**src/rtl/return_addr_stack.sv**
```systemverilog
//-----------------------------------------------------------------------------
// return_addr_stack
//
// Return-address stack for the fetch stage. Calls push their return address
// (call pc + 8). Returns pop it. The current top of stack is presented
// combinationally as the predicted JR target.
//
// Storage is a circular array of RAS_DEPTH entries. The stack is tracked by a
// top-of-stack pointer (tos) and an occupancy counter (count, 0..RAS_DEPTH).
// A push into a full stack wraps around and overwrites the oldest entry. The
// count saturates at RAS_DEPTH, and no error is flagged.
//
// Configuration macro:
//   RAS_CKPT_EN - when defined, the tos/count state is exported for
//                 checkpointing, and recover_i restores it from recoverTos_i /
//                 recoverCnt_i. Entry contents are left untouched.
//                 When undefined, those four ports are absent and recover_i
//                 simply empties the stack.
//
// Parameters:
//   RAS_DEPTH   number of entries (power of two)
//   RAS_PTR     log2(RAS_DEPTH), width of the top-of-stack pointer
//   SIZE_PC     program-counter width
//
// Ports:
//   clk           sole clock, rising edge
//   reset         asynchronous active-low reset
//   stall_i       hold all state, ignore push/pop
//   pushValid_i   call seen at fetch
//   pushAddr_i    return address to push
//   popValid_i    return seen at fetch
//   recover_i     branch-mispredict recovery pulse (highest priority)
//   recoverTos_i  checkpointed pointer        (RAS_CKPT_EN only)
//   recoverCnt_i  checkpointed occupancy      (RAS_CKPT_EN only)
//   tos_o         current pointer             (RAS_CKPT_EN only)
//   count_o       current occupancy           (RAS_CKPT_EN only)
//   rasTop_o      predicted return target, 0 when empty
//   rasValid_o    stack holds at least one entry
//-----------------------------------------------------------------------------
module return_addr_stack #(
    parameter int RAS_DEPTH = 16,
    parameter int RAS_PTR   = 4,
    parameter int SIZE_PC   = 32
) (
    input  logic               clk,
    input  logic               reset,
    input  logic               stall_i,
    input  logic               pushValid_i,
    input  logic [SIZE_PC-1:0] pushAddr_i,
    input  logic               popValid_i,
    input  logic               recover_i,
`ifdef RAS_CKPT_EN
    input  logic [RAS_PTR-1:0] recoverTos_i,
    input  logic [RAS_PTR:0]   recoverCnt_i,
    output logic [RAS_PTR-1:0] tos_o,
    output logic [RAS_PTR:0]   count_o,
`endif
    output logic [SIZE_PC-1:0] rasTop_o,
    output logic               rasValid_o
);

    localparam int CNT_W = RAS_PTR + 1;

    // Registered state
    logic [SIZE_PC-1:0] entries_q [RAS_DEPTH];
    logic [RAS_PTR-1:0] tos_q,   tos_d;
    logic [CNT_W-1:0]   count_q, count_d;

    // Single write port into the entry array
    logic               wr_en;
    logic [RAS_PTR-1:0] wr_idx;
    logic [SIZE_PC-1:0] wr_data;

    // Pointer neighbours. RAS_DEPTH is a power of two, so the natural
    // RAS_PTR-bit wrap implements the modulo.
    logic [RAS_PTR-1:0] tos_inc;
    logic [RAS_PTR-1:0] tos_dec;
    logic               stack_empty;
    logic               stack_full;

    assign tos_inc     = tos_q + RAS_PTR'(1);
    assign tos_dec     = tos_q - RAS_PTR'(1);
    assign stack_empty = (count_q == '0);
    assign stack_full  = (count_q == CNT_W'(RAS_DEPTH));

    //-------------------------------------------------------------------------
    // Next-state logic
    // Priority order: recover, then stall, then push/pop.
    //-------------------------------------------------------------------------
    always_comb begin
        // NOTE: every output of this block gets a default first, so that no
        // path leaves a signal unassigned. This prevents latch inference.
        tos_d   = tos_q;
        count_d = count_q;
        wr_en   = 1'b0;
        wr_idx  = tos_q;
        wr_data = pushAddr_i;

        if (recover_i) begin
`ifdef RAS_CKPT_EN
            tos_d   = recoverTos_i;
            count_d = recoverCnt_i;
`else
            tos_d   = '0;
            count_d = '0;
`endif
        end else if (!stall_i) begin
            if (pushValid_i && popValid_i && !stack_empty) begin
                // A return immediately followed by a call replaces the top
                // entry in place. Depth is unchanged.
                wr_en  = 1'b1;
                wr_idx = tos_q;
            end else if (pushValid_i) begin
                // This branch also covers push+pop on an empty stack, since
                // there is nothing to pop. When full, the write lands on the
                // oldest slot and count saturates.
                tos_d  = tos_inc;
                wr_en  = 1'b1;
                wr_idx = tos_inc;
                if (!stack_full) begin
                    count_d = count_q + CNT_W'(1);
                end
            end else if (popValid_i && !stack_empty) begin
                tos_d   = tos_dec;
                count_d = count_q - CNT_W'(1);
            end
        end
    end

    //-------------------------------------------------------------------------
    // State registers
    //-------------------------------------------------------------------------
    always_ff @(posedge clk or negedge reset) begin
        if (!reset) begin
            tos_q   <= '0;
            count_q <= '0;
            // NOTE: the entry array sits inside the async reset on purpose.
            // Every slot must read 0 after reset, so it is built from
            // resettable flops rather than a RAM macro.
            for (int i = 0; i < RAS_DEPTH; i++) begin
                entries_q[i] <= '0;
            end
        end else begin
            // NOTE: sequential state uses non-blocking assignments only. All
            // flops then sample their _d values from before the edge,
            // regardless of statement order.
            tos_q   <= tos_d;
            count_q <= count_d;
            if (wr_en) begin
                entries_q[wr_idx] <= wr_data;
            end
        end
    end

    //-------------------------------------------------------------------------
    // Outputs: combinational from registered state only
    //-------------------------------------------------------------------------
    assign rasValid_o = !stack_empty;
    assign rasTop_o   = stack_empty ? '0 : entries_q[tos_q];

`ifdef RAS_CKPT_EN
    assign tos_o   = tos_q;
    assign count_o = count_q;
`endif

endmodule

```
**config.mk**
```make
export PLATFORM = sky130hd
export DESIGN_NAME = return_addr_stack
export DESIGN_NICKNAME = d
export VERILOG_FILES = /design/src/rtl/return_addr_stack.sv
export SDC_FILE = /design/constraint.sdc
export NUM_CORES = 1
export LEC_CHECK = 0
export CORE_AREA = 10 10 167 324
export CTS_BUF_LIST = sky130_fd_sc_hd__clkbuf_8
export DETAILED_ROUTE_END_ITERATION = 12
export DIE_AREA = 0 0 177 334
export GPL_ROUTABILITY_DRIVEN = 0
export PLACE_DENSITY = 0.69
export SLEW_MARGIN = 20
export SYNTH_ARGS = -nofsm -noshare
export SYNTH_HDL_FRONTEND = slang
export SYNTH_SLANG_ARGS = --single-unit
```
**constraint.sdc**
```tcl
create_clock -name clk -period 2.75 [get_ports clk]
set_input_delay 0.55 -clock clk [delete_from_list [all_inputs] [get_ports clk]]
set_output_delay 0.55 -clock clk [all_outputs]
set_load 0.01 [all_outputs]
```
# Yosys cells after proc, flatten, opt, wreduce, memory -nomap -nowiden
# Cells that the tools add are included.
# Widths: inputs -> output; s select.
# word_totals
inputBits	38
word_cells	66
output_inout_bits	33
reg_bits	521
# classes
n_mux	26
n_lt_le_gt_ge	3
n_eq_ne	4
n_addsub	4
bitwise	2
n_reduce_logical	9
# op_table
op	n
$bwmux 512	1
$bmux 32 s4	1
$demux 32 s4	1
$mux 32	4
$mux 4	9
$mux 5	6
$ge 5x5->1 const B	2
$not 4->5	2
$add 5x1->5 const B	1
$eq 5x5->1 const B	1
$logic_not 5->1	1
$lt 5x1->1 const B	1
$sub 5x1->5 const B	1
$add 4x1->4 const B	1
$logic_and 1x1->1	4
$mux 1	4
$reduce_and 4->1	1
$sub 4x1->4 const B	1
$ne 3x3->1 const B	1
$reduce_and 3->1	1
$reduce_bool 3->1	1
$ne 2x1->1 const B	1
$ne 2x2->1 const B	1
$logic_not 1->1	1

# Longest topological paths before layout
# logic_depth
word_depth	12
mapped_depth	9
ltp_nobuf	7

# Least setup slack after synthesis
# No wires, ideal clock.
# synth_timing
kind	reg-to-output
from	register tos_q[0]
to	output port rasTop_o[0]
setup_slack_ps	-147
arrival_ps	2347
stages_incl_launch_ff	6
required_time_ps	2200
n_path_buf	2
cell_sequence	dfrtp_1 > clkbuf_1 > clkbuf_1 > mux4_2 > mux4_2 > nor2b_1
# synth_between
elab_chain_cells	5
# synth_lines
element	line	source
from (decl)	66	logic [RAS_PTR-1:0] tos_q, tos_d;
from (signal assigned)	147	tos_q <= tos_d;
$not 4->5 (implied by the code)	159	assign rasTop_o = stack_empty ? '0 : entries_q[tos_q];
$bmux 32 s4	159	
$mux 32 (implied by the code) (2 in series)	159	
$mux 32	159	
to (decl)	58	output logic [SIZE_PC-1:0] rasTop_o,
# No other way between the ends. The select of a mux whose other input is x is not followed.

# Worst setup path in the final report
# layout_timing
from	register tos_q[0]
to	output port rasTop_o[18]
# Same word-level chain as after synthesis.

==> run metrics <==
status=finished with violations; failing checks=negative setup slack; RSZ-0062 raised after global routing=true; GRT overflow=0; Clk Tree Root Cell=clkbuf_8; mean post-synth cell area=~15 um2; type of destination of the critical path=output pin; Max Fanout on Critical Path=6; CP top delay family=multiplexers; Non-Filler Instances=approximately 2,600; crit path time final=between 3 and 4 ns; Final nets=2,000; vias in the first global route=~19,000; Top Ports=a little over 70; area fraction in compound gates after synthesis=approximately 11%; Setup WS pre-CTS=-0.510 ns; initial antenna violation count=4; Critical-path top delay cell=mux4_2; global-route wire length before repair=122,000 um; Hold Vio Cnt, Final=0; layout cells sized above 1=a little over half; Worst EP required=2.20 ns; Ys Warns=0; Initial DRC Count=between 1,500 and 2,000; clock tree from TritonCTS=yes; Worst Tran Pin Value=approximately 0.71 ns; Avg WL per Cell=34.5 um; Routed WL=about 90,000 um; Die Wd=between 150 and 200 um; HPWL after DPL=approximately 45,000 um; clk slew on worst S/H paths=0.07 ns; Synth Flop Type=dfrtp_1; gr usage total=roughly 27%; DRC violations left=0; Die H=334 um; remaining antenna violation count=0; Final Instance Area=0.0335 mm2; Comb pwr share=46.4%; via count=between 15,000 and 20,000; Min-Delay Path Class=flop to flop; clock latency at the later pin of the worst-skew pair=just under 0.7 ns; Synth cell types=56; Critical Path, Cell by Cell=buf_12 > buf_12 > buf_4 > mux4_2 > mux4_2 > nor2b_1 > buf_2; Final Power=32,400 uW; VDD IR max=between 600 and 700 uV; leakage power=around 0.014 uW; Slowest Stage Delay on Critical Path=between 0.5 and 0.6 ns; Pins Over Slew Limit=0; H-tree levels=3; Initial Util=49.3%; Vias per Instance=6.82; Clock power frac=approximately a fifth; Yosys reg bits=521; Die ar.=slightly below 0.06 mm2; adder-cell share of the synthesized area=less than 1%; Seq pwr share=between 30% and 40%; Final Cycle Share=130%; multiplexer share of the synthesized area=a little over a quarter; placed cell count=2,347; Util after Layout=around two thirds; clk_skew=0.0354 ns; Power per Cell Area=between 900 and 1000 mW/mm2; clk buf depth=3; Post-synth ARST share=100%; crit path launch type=flop; largest net degree at the start of global routing=75; post-synthesis sequential area ratio=53.9%; Post-Synth Simple-Gate Area=between 4 and 5%; Num CTS Buffers=73; switching power=about 11,000 uW; Layout area overhead=38.7%; setup violators final=approximately 540; kind of critical path=flop to output pin; Cell Area, Placed=between 0.02 and 0.03 mm2; Int Power=around 22,000 uW; Max Clock Freq=0.281 GHz; largest family of logic cells by synthesized area=multiplexers; Post-Synthesis Cell Area=about 0.024 mm2; CTS sink cnt=521; Max Cap Viol=0; drt pass-1 iters=7; port bufs=70; final worst slack=-0.814 ns; core area=0.0491 mm2; switching share of power=33.5%; R2R Setup Slk=-0.43 ns; Post-Syn Nets=1,689; cell count after synthesis=between 1,500 and 2,000; num rows=115; WP buf/inv=4; number of synthesized flops with an enable pin=0; slew margin rel.=roughly 52%; arrival time at the worst endpoint=approximately 3 ns; Post-Synth XOR/XNOR Area=less than 1%
==> per-layer routing <==
layer  wire length (um)  up-vias  part of all wire (%)  track usage [%]
met2              43500     1233                    48             45.3
met5                 23        -                 0.025                0
met4              10500        4                    11             20.9
met1              29100     9362                    32             30.8
met3               8230      533                   9.0             5.10
li1                   -     6938                     -                -
==> placed cells by master, fill, tap and decap left out, drive strengths merged, types with 3 or more instances in the layout <==
cell and count:
buf 344, o21ai 12, nand2 135, o2bb2ai 256, nor4bb 3, and3 3, a21boi 9, nor3b 3
nor2b 33, nor3 3, mux2i 5, nor2 9, clkdlybuf4s50 36, clkbuf 118, clkinv 6, nand3 7
ha 5, inv 27, xnor2 6, dfrtp 521, a22o 3, a21oi 7, mux2 257, a211oi 3
mux4 160
==> path summary, 6_finish.rpt <==
check                                    start        endpoint  cells after the start
min in group asynchronous                reset  entries_q[418]                      2
worst max-delay path                  tos_q[0]    rasTop_o[18]                      7
max in group asynchronous                reset   entries_q[85]                      3
worst min-delay path            entries_q[481]  entries_q[481]                      1
worst max register to register        tos_q[0]  entries_q[140]                     14
worst min register to register  entries_q[481]  entries_q[481]                      1
==> logic make-up after synthesis <==
| kind of cell | count (synthesis) |
|---|---|
| mux | 422 |
| simple gates | 208 |
| fa+ha+maj | 6 |
| xor+xnor | 8 |
| compound gates | 302 |
| flops | 521 |
| buf+inv | 178 |
==> cell type report <==
class	instances	area [um2]
Clock inverter	26	118
Antenna cell	2	5.00
Timing Repair Buffer	405	5680
Tap cell	643	805
Multi-Input combinational cell	946	12500
Inverter	9	38.8
Sequential cell	521	13000
Fill cell	2980	15500
Clock buffer	97	1340
==> repair_timing <==
item / 4_1_cts / 5_1_grt
hold endpoints to repair: 57 / 0
pin swaps: 10 / 46
hold buffers: 1 / 0
buffers inserted: 94 / 57
setup endpoints to repair: 204 / 545
resized for setup: 399 / 309
gates cloned: 33 / 23
==> synthesized netlist by cell type, types with 7 or more instances <==
| library cell | instances | share of area [%] |
|---|---|---|
| o21ai_1 | 10 | 0.21 |
| buf_2 | 15 | 0.31 |
| inv_1 | 9 | 0.14 |
| dfrtp_1 | 521 | 54 |
| buf_1 | 26 | 0.40 |
| buf_6 | 12 | 0.56 |
| nor2b_1 | 33 | 0.85 |
| nand2_1 | 135 | 2.1 |
| mux2_2 | 193 | 9.0 |
| buf_4 | 12 | 0.37 |
| nor2_1 | 9 | 0.14 |
| nand3_1 | 7 | 0.14 |
| o2bb2ai_1 | 256 | 9.3 |
| clkbuf_1 | 104 | 1.6 |
| mux4_2 | 160 | 15 |
| mux2_1 | 64 | 3.0 |
==> through the flow <==
step,TNS [ns],hold slack [ns]
finish,-130.12,0.484
global route,-152.30,0.504
global placement,-174.28,0.462
CTS,-54.04,0.488
floorplan,0,0.254
detailed placement,-180.90,0.468
==> flip-flops by register name (all words and copies together), names as in the netlist <==
register / cells
tos_q: 4
count_q: 5
entries_q: 512
==> worst register-to-register path, delay by kind of cell, from the launching register on <==
kind                     cells  cell delay (ns)
AO/OA/AOI/OAI                1             0.20
adder cells (fa/ha/maj)      1             0.15
buffers and inverters        9             1.30
flip-flops                   1             0.46
multiplexers                 1             0.31
AND/OR/NAND/NOR              2             0.67
==> power by group through the flow <==
stage	combinational, uW	sequential, uW	clock [uW]
5_1_grt	15700	11400	6580
6_report	15100	11200	6210
2_1_floorplan	6820	10600	0
3_5_place_dp	11300	11100	0
3_3_place_gp	11000	11000	0
4_1_cts	13500	11000	6200
(Power assumes the default switching activity.)
==> RTL edit 1 (config.mk and constraints unchanged) <==
The parameter `RAS_PTR` goes from 4 to 2.
--- a/src/rtl/return_addr_stack.sv
+++ b/src/rtl/return_addr_stack.sv
@@ -39,7 +39,7 @@
 //-----------------------------------------------------------------------------
 module return_addr_stack #(
     parameter int RAS_DEPTH = 16,
-    parameter int RAS_PTR   = 4,
+    parameter int RAS_PTR   = 2,
     parameter int SIZE_PC   = 32
 ) (
     input  logic               clk,
Formal check against the unedited RTL: not equivalent (a bounded check fails within 4 cycles, from zero or initial values and one cycle with reset low).
==> RTL edit 1 against the original RTL <==
- design area is 71% lower
- setup slack better by 0.86 ns
- synthesized area is 69% lower
- total power is 81% lower
- cell count is 49% lower
- clock power is 71% lower
- sequential cell count is 388 lower
- largest cell class is now multi-input gates
- critical endpoint is now rasTop_o[23]
- wire length is 74% lower
- global-route usage is 20 points lower
- worst hold slack worse by 0.42 ns
- maximum frequency is 32% higher
- die area stayed put
==> RTL edit 1: results (changes against the original RTL) <==
xor-xnor portion of the synthesized cell area=0.00590 (+0.00300); routed vias=5635 (-69%); adder-cell share of the synthesized area=0.00270 (-0.000720); vias in the first global route=5835 (-69%); Num CTS Buffers=17 (-77%); cell count after synthesis=618 (-62%); sw power=1660 uW (-85%); P_leak=0.00385 uW (-73%); layout cell share with drive strength beyond 1=0.366 (-0.157); Final HPWL DP=16.0 mm (-64%); Worst IR Drop VDD=0.309 mV (-56%); clk_skew=0.0121 ns (-0.0234 ns); Compound-Gate Fraction of Synth Area=0.170 (+0.0616); fillcell total=5190 (+74%); clk buf depth=2 (-1); Yosys cell types=36 (-36%); Slew @ Worst Pin=0.599 ns (-0.115 ns); Met1 Wirelength=8.99 mm (-69%); run status=complete, no violations; number of nets in the layout=744 (-63%); Data arrival, critical path=2.15 ns (-0.86 ns); crit-path max FO=8 (+2); HP Class=in2async; GRT Resource Usage Total=0.0786 (-0.196); Synth top cells by count=dfrtp_1, nor2b_1, mux2_1; drt wl/cell=17.2 um (-50%)
==> RTL edit 1: what timing repair did <==
item / in CTS / in global routing
buffers inserted: 10 / 6
endpoints found under the setup margin: 32 / 24
gates resized for setup: 93 / 35
gates cloned: 4 / 2
hold buffers: 0 / 0
==> RTL edit 1: cell families after synthesis <==
| family | after synthesis |
|---|---|
| buf+inv | 95 |
| xor+xnor | 5 |
| flops | 133 |
| simple gates | 148 |
| compound gates | 139 |
| fa+ha+maj | 1 |
| mux | 97 |
==> RTL edit 1: how the worst max path moves through the flow <==
stage / cells after the start / startpoint / slack, ns / to
6_report: 6 / tos_q[0] / 0.05 / rasTop_o[23]
5_1_grt: 6 / tos_q[0] / -0.03 / rasTop_o[21]
4_1_cts: 6 / tos_q[0] / -0.12 / rasTop_o[25]
3_5_place_dp: 6 / pushValid_i / 0.02 / entries_q[511]
3_3_place_gp: 6 / pushValid_i / -0.02 / entries_q[511]
2_1_floorplan: 8 / pushValid_i / 0.63 / entries_q[480]
==> RTL edit 1: worst max-delay path, stage by stage (launching register included) <==
cell and delay, ns:
dfrtp_4 0.45, buf_12 0.18, buf_16 0.15, buf_12 0.11
mux4_2 0.51, nor2b_4 0.15, buf_6 0.13
==> RTL edit 1: cell type report <==
cell class / instances / area share
diodes: 2 / 0.000507
well taps: 643 / 0.0815
multi-input cells: 390 / 0.382
flip-flops and latches: 133 / 0.338
repair buffers: 128 / 0.141
clock buffers: 19 / 0.0265
inverters: 35 / 0.0133
clock inverters: 13 / 0.0182
==> RTL edit 1: power by group through the flow <==
stage / registers, uW / clock network, uW / logic [uW]
3_5_place_dp: 2810 / 0 / 1310
2_1_floorplan: 2670 / 0 / 982
3_3_place_gp: 2760 / 0 / 1270
5_1_grt: 2830 / 1950 / 1520
4_1_cts: 2770 / 1860 / 1390
6_report: 2770 / 1830 / 1410
==> RTL edit 1: layer usage <==
metal	track usage	vias to the layer above
met5	0	-
met4	0.0339	4
met3	0.0225	36
met2	0.140	131
met1	0.0835	2934
li1	-	2530
==> RTL edit 1: metrics by stage <==
stage,worst slack (ns),setup TNS (ns)
after global placement,-0.0184,-0.0184
after floorplan,0.635,0
final,0.0454,0
after CTS,-0.121,-0.131
after global routing,-0.0252,-0.0756
after detailed placement,0.0175,0
==> RTL edit 2 (config.mk and constraints unchanged) <==
Made on the original files. One comparison of `count_q` changes from == to >=.
--- a/src/rtl/return_addr_stack.sv
+++ b/src/rtl/return_addr_stack.sv
@@ -81,7 +81,7 @@
     assign tos_inc     = tos_q + RAS_PTR'(1);
     assign tos_dec     = tos_q - RAS_PTR'(1);
     assign stack_empty = (count_q == '0);
-    assign stack_full  = (count_q == CNT_W'(RAS_DEPTH));
+    assign stack_full  = (count_q >= CNT_W'(RAS_DEPTH));
 
     //-------------------------------------------------------------------------
     // Next-state logic
Check against the original RTL: same outputs for any inputs over 4 cycles, from zero or initial values and one cycle with reset low; that may be too few to reach the edited logic, so the function may still have changed.
==> RTL edit 2 against the original RTL <==
- the flow still finishes with violations (negative setup slack)
- cell count decreased by 7.7%
- synthesized area decreased by 0.24%
- die area unchanged
- sequential cell count unchanged
- setup slack improved by 0.069 ns
- wire length decreased by 20%
- via count decreased by 18%
- maximum frequency increased by 2.0%
- clock skew increased by 0.018 ns
- design area decreased by 4.4%
- critical path type unchanged
- largest cell class unchanged
Power is not compared: it rests on default switching activity, and its combinational part moved more than twofold at a synthesized area within 25%.
==> RTL edit 2: results (changes against the original RTL) <==
run status=complete, but fails checks; failing checks=negative setup slack; number of nets in the layout=1787 (-11%); DR iter-0 viols=976 (-41%); Synth top cells by count=dfrtp_1, mux2_2, mux4_2; signal buffers share of area=0.152 (-0.0170); synthesized net count=1502 (-11%); GRT Resource Usage Total=0.249 (-0.0256); sequential area share after synthesis=0.541 (+0.00132); Antenna diodes=3 (+1); vias in the first global route=16800 (-11%); Avg Synthesized Cell Area=16.5 sq um (+13%); number of instances in the placed design=2178 (-7.2%); post-cts resize count=553 (+39%); CP Class=reg2out; clk_skew=0.0529 ns (+0.0175 ns); vias per inst=6.05 (-11%); R2R cell count=13 (-1); clock-cell share of area=0.0480 (+0.00471); fillcell total=3245 (+8.9%); Num CTS Buffers=74 (+1.4%); setup ws final=-0.745 ns (+0.0690 ns); Worst R2R End=entries_q[16]; count of multi-input gates=807 (-15%); endpoints failing setup=393 (-27%); HP Class=in2async; routed vias=14800 (-18%); Buffers excl. clock=332 (-18%); Slew @ Worst Pin=0.702 ns (-0.0123 ns); Data arrival, critical path=2.94 ns (-0.07 ns); setup TNS=-89.53 ns (+40.59 ns); crit-path max FO=8 (+2); Final HPWL DP=38.2 mm (-14%); Yosys cell types=50 (-11%); global-route wire length before repair=110 mm (-9.8%); area of the multi-input gates=11700 sq um (-6.2%); num sequential=521 (unchanged); R2R Setup Slk=-0.38 ns (+0.05 ns); clk_lat worst skew=0.68 ns (about the same); router iterations before antenna repair=5 (-2); largest net degree at the start of global routing=118 (+57%)
[RTL edit 2: worst min-delay path by stage]
stage | from | endpoint | slack, ns | depth (start not counted)
finish | reset | entries_q[227] | 0.48 | 3
global route | reset | entries_q[67] | 0.49 | 3
CTS | reset | entries_q[67] | 0.45 | 3
detailed placement | entries_q[447] | entries_q[447] | 0.47 | 1
global placement | entries_q[422] | entries_q[422] | 0.46 | 1
floorplan | reset | count_q[0] | 0.25 | 0
[RTL edit 2: critical path, stage by stage (launching register included)]
cell and delay [ns]:
dfrtp_4 0.56, buf_6 0.15, buf_12 0.12, buf_16 0.14, mux4_2 0.52, mux4_2 0.52, nor2b_4 0.15, buf_6 0.12
[RTL edit 2: kinds of logic after synthesis]
| family | after synthesis | share of synthesized area |
|---|---|---|
| AND/OR/NAND/NOR | 73 | 0.0185 |
| adder cells (fa/ha/maj) | 6 | 0.00343 |
| buffers and inverters | 130 | 0.0259 |
| flip-flops | 521 | 0.541 |
| AO/OA/AOI/OAI | 44 | 0.0181 |
| multiplexers | 679 | 0.392 |
| XOR/XNOR | 5 | 0.00182 |
[RTL edit 2: metrics by stage]
step                hold WS (ns)  setup slack [ns]  cell area (sq um)  power [uW]
CTS                        0.445            -0.766              31800       22600
global placement           0.462            -0.478              26800       15300
detailed placement         0.469            -0.514              26800       15500
finish                     0.478            -0.745              32000       22700
global route               0.487            -0.802              32000       23700
floorplan                  0.254          -0.00545              24100       13300
[RTL edit 2: routing by layer]
| metal | routed length, um | GRT usage | vias up |
|---|---|---|---|
| met3 | 3650 | 0.0437 | 208 |
| met2 | 39200 | 0.439 | 487 |
| met1 | 26000 | 0.277 | 8046 |
| li1 | - | - | 6048 |
| met4 | 4500 | 0.137 | 0 |
| met5 | 0 | 0 | - |
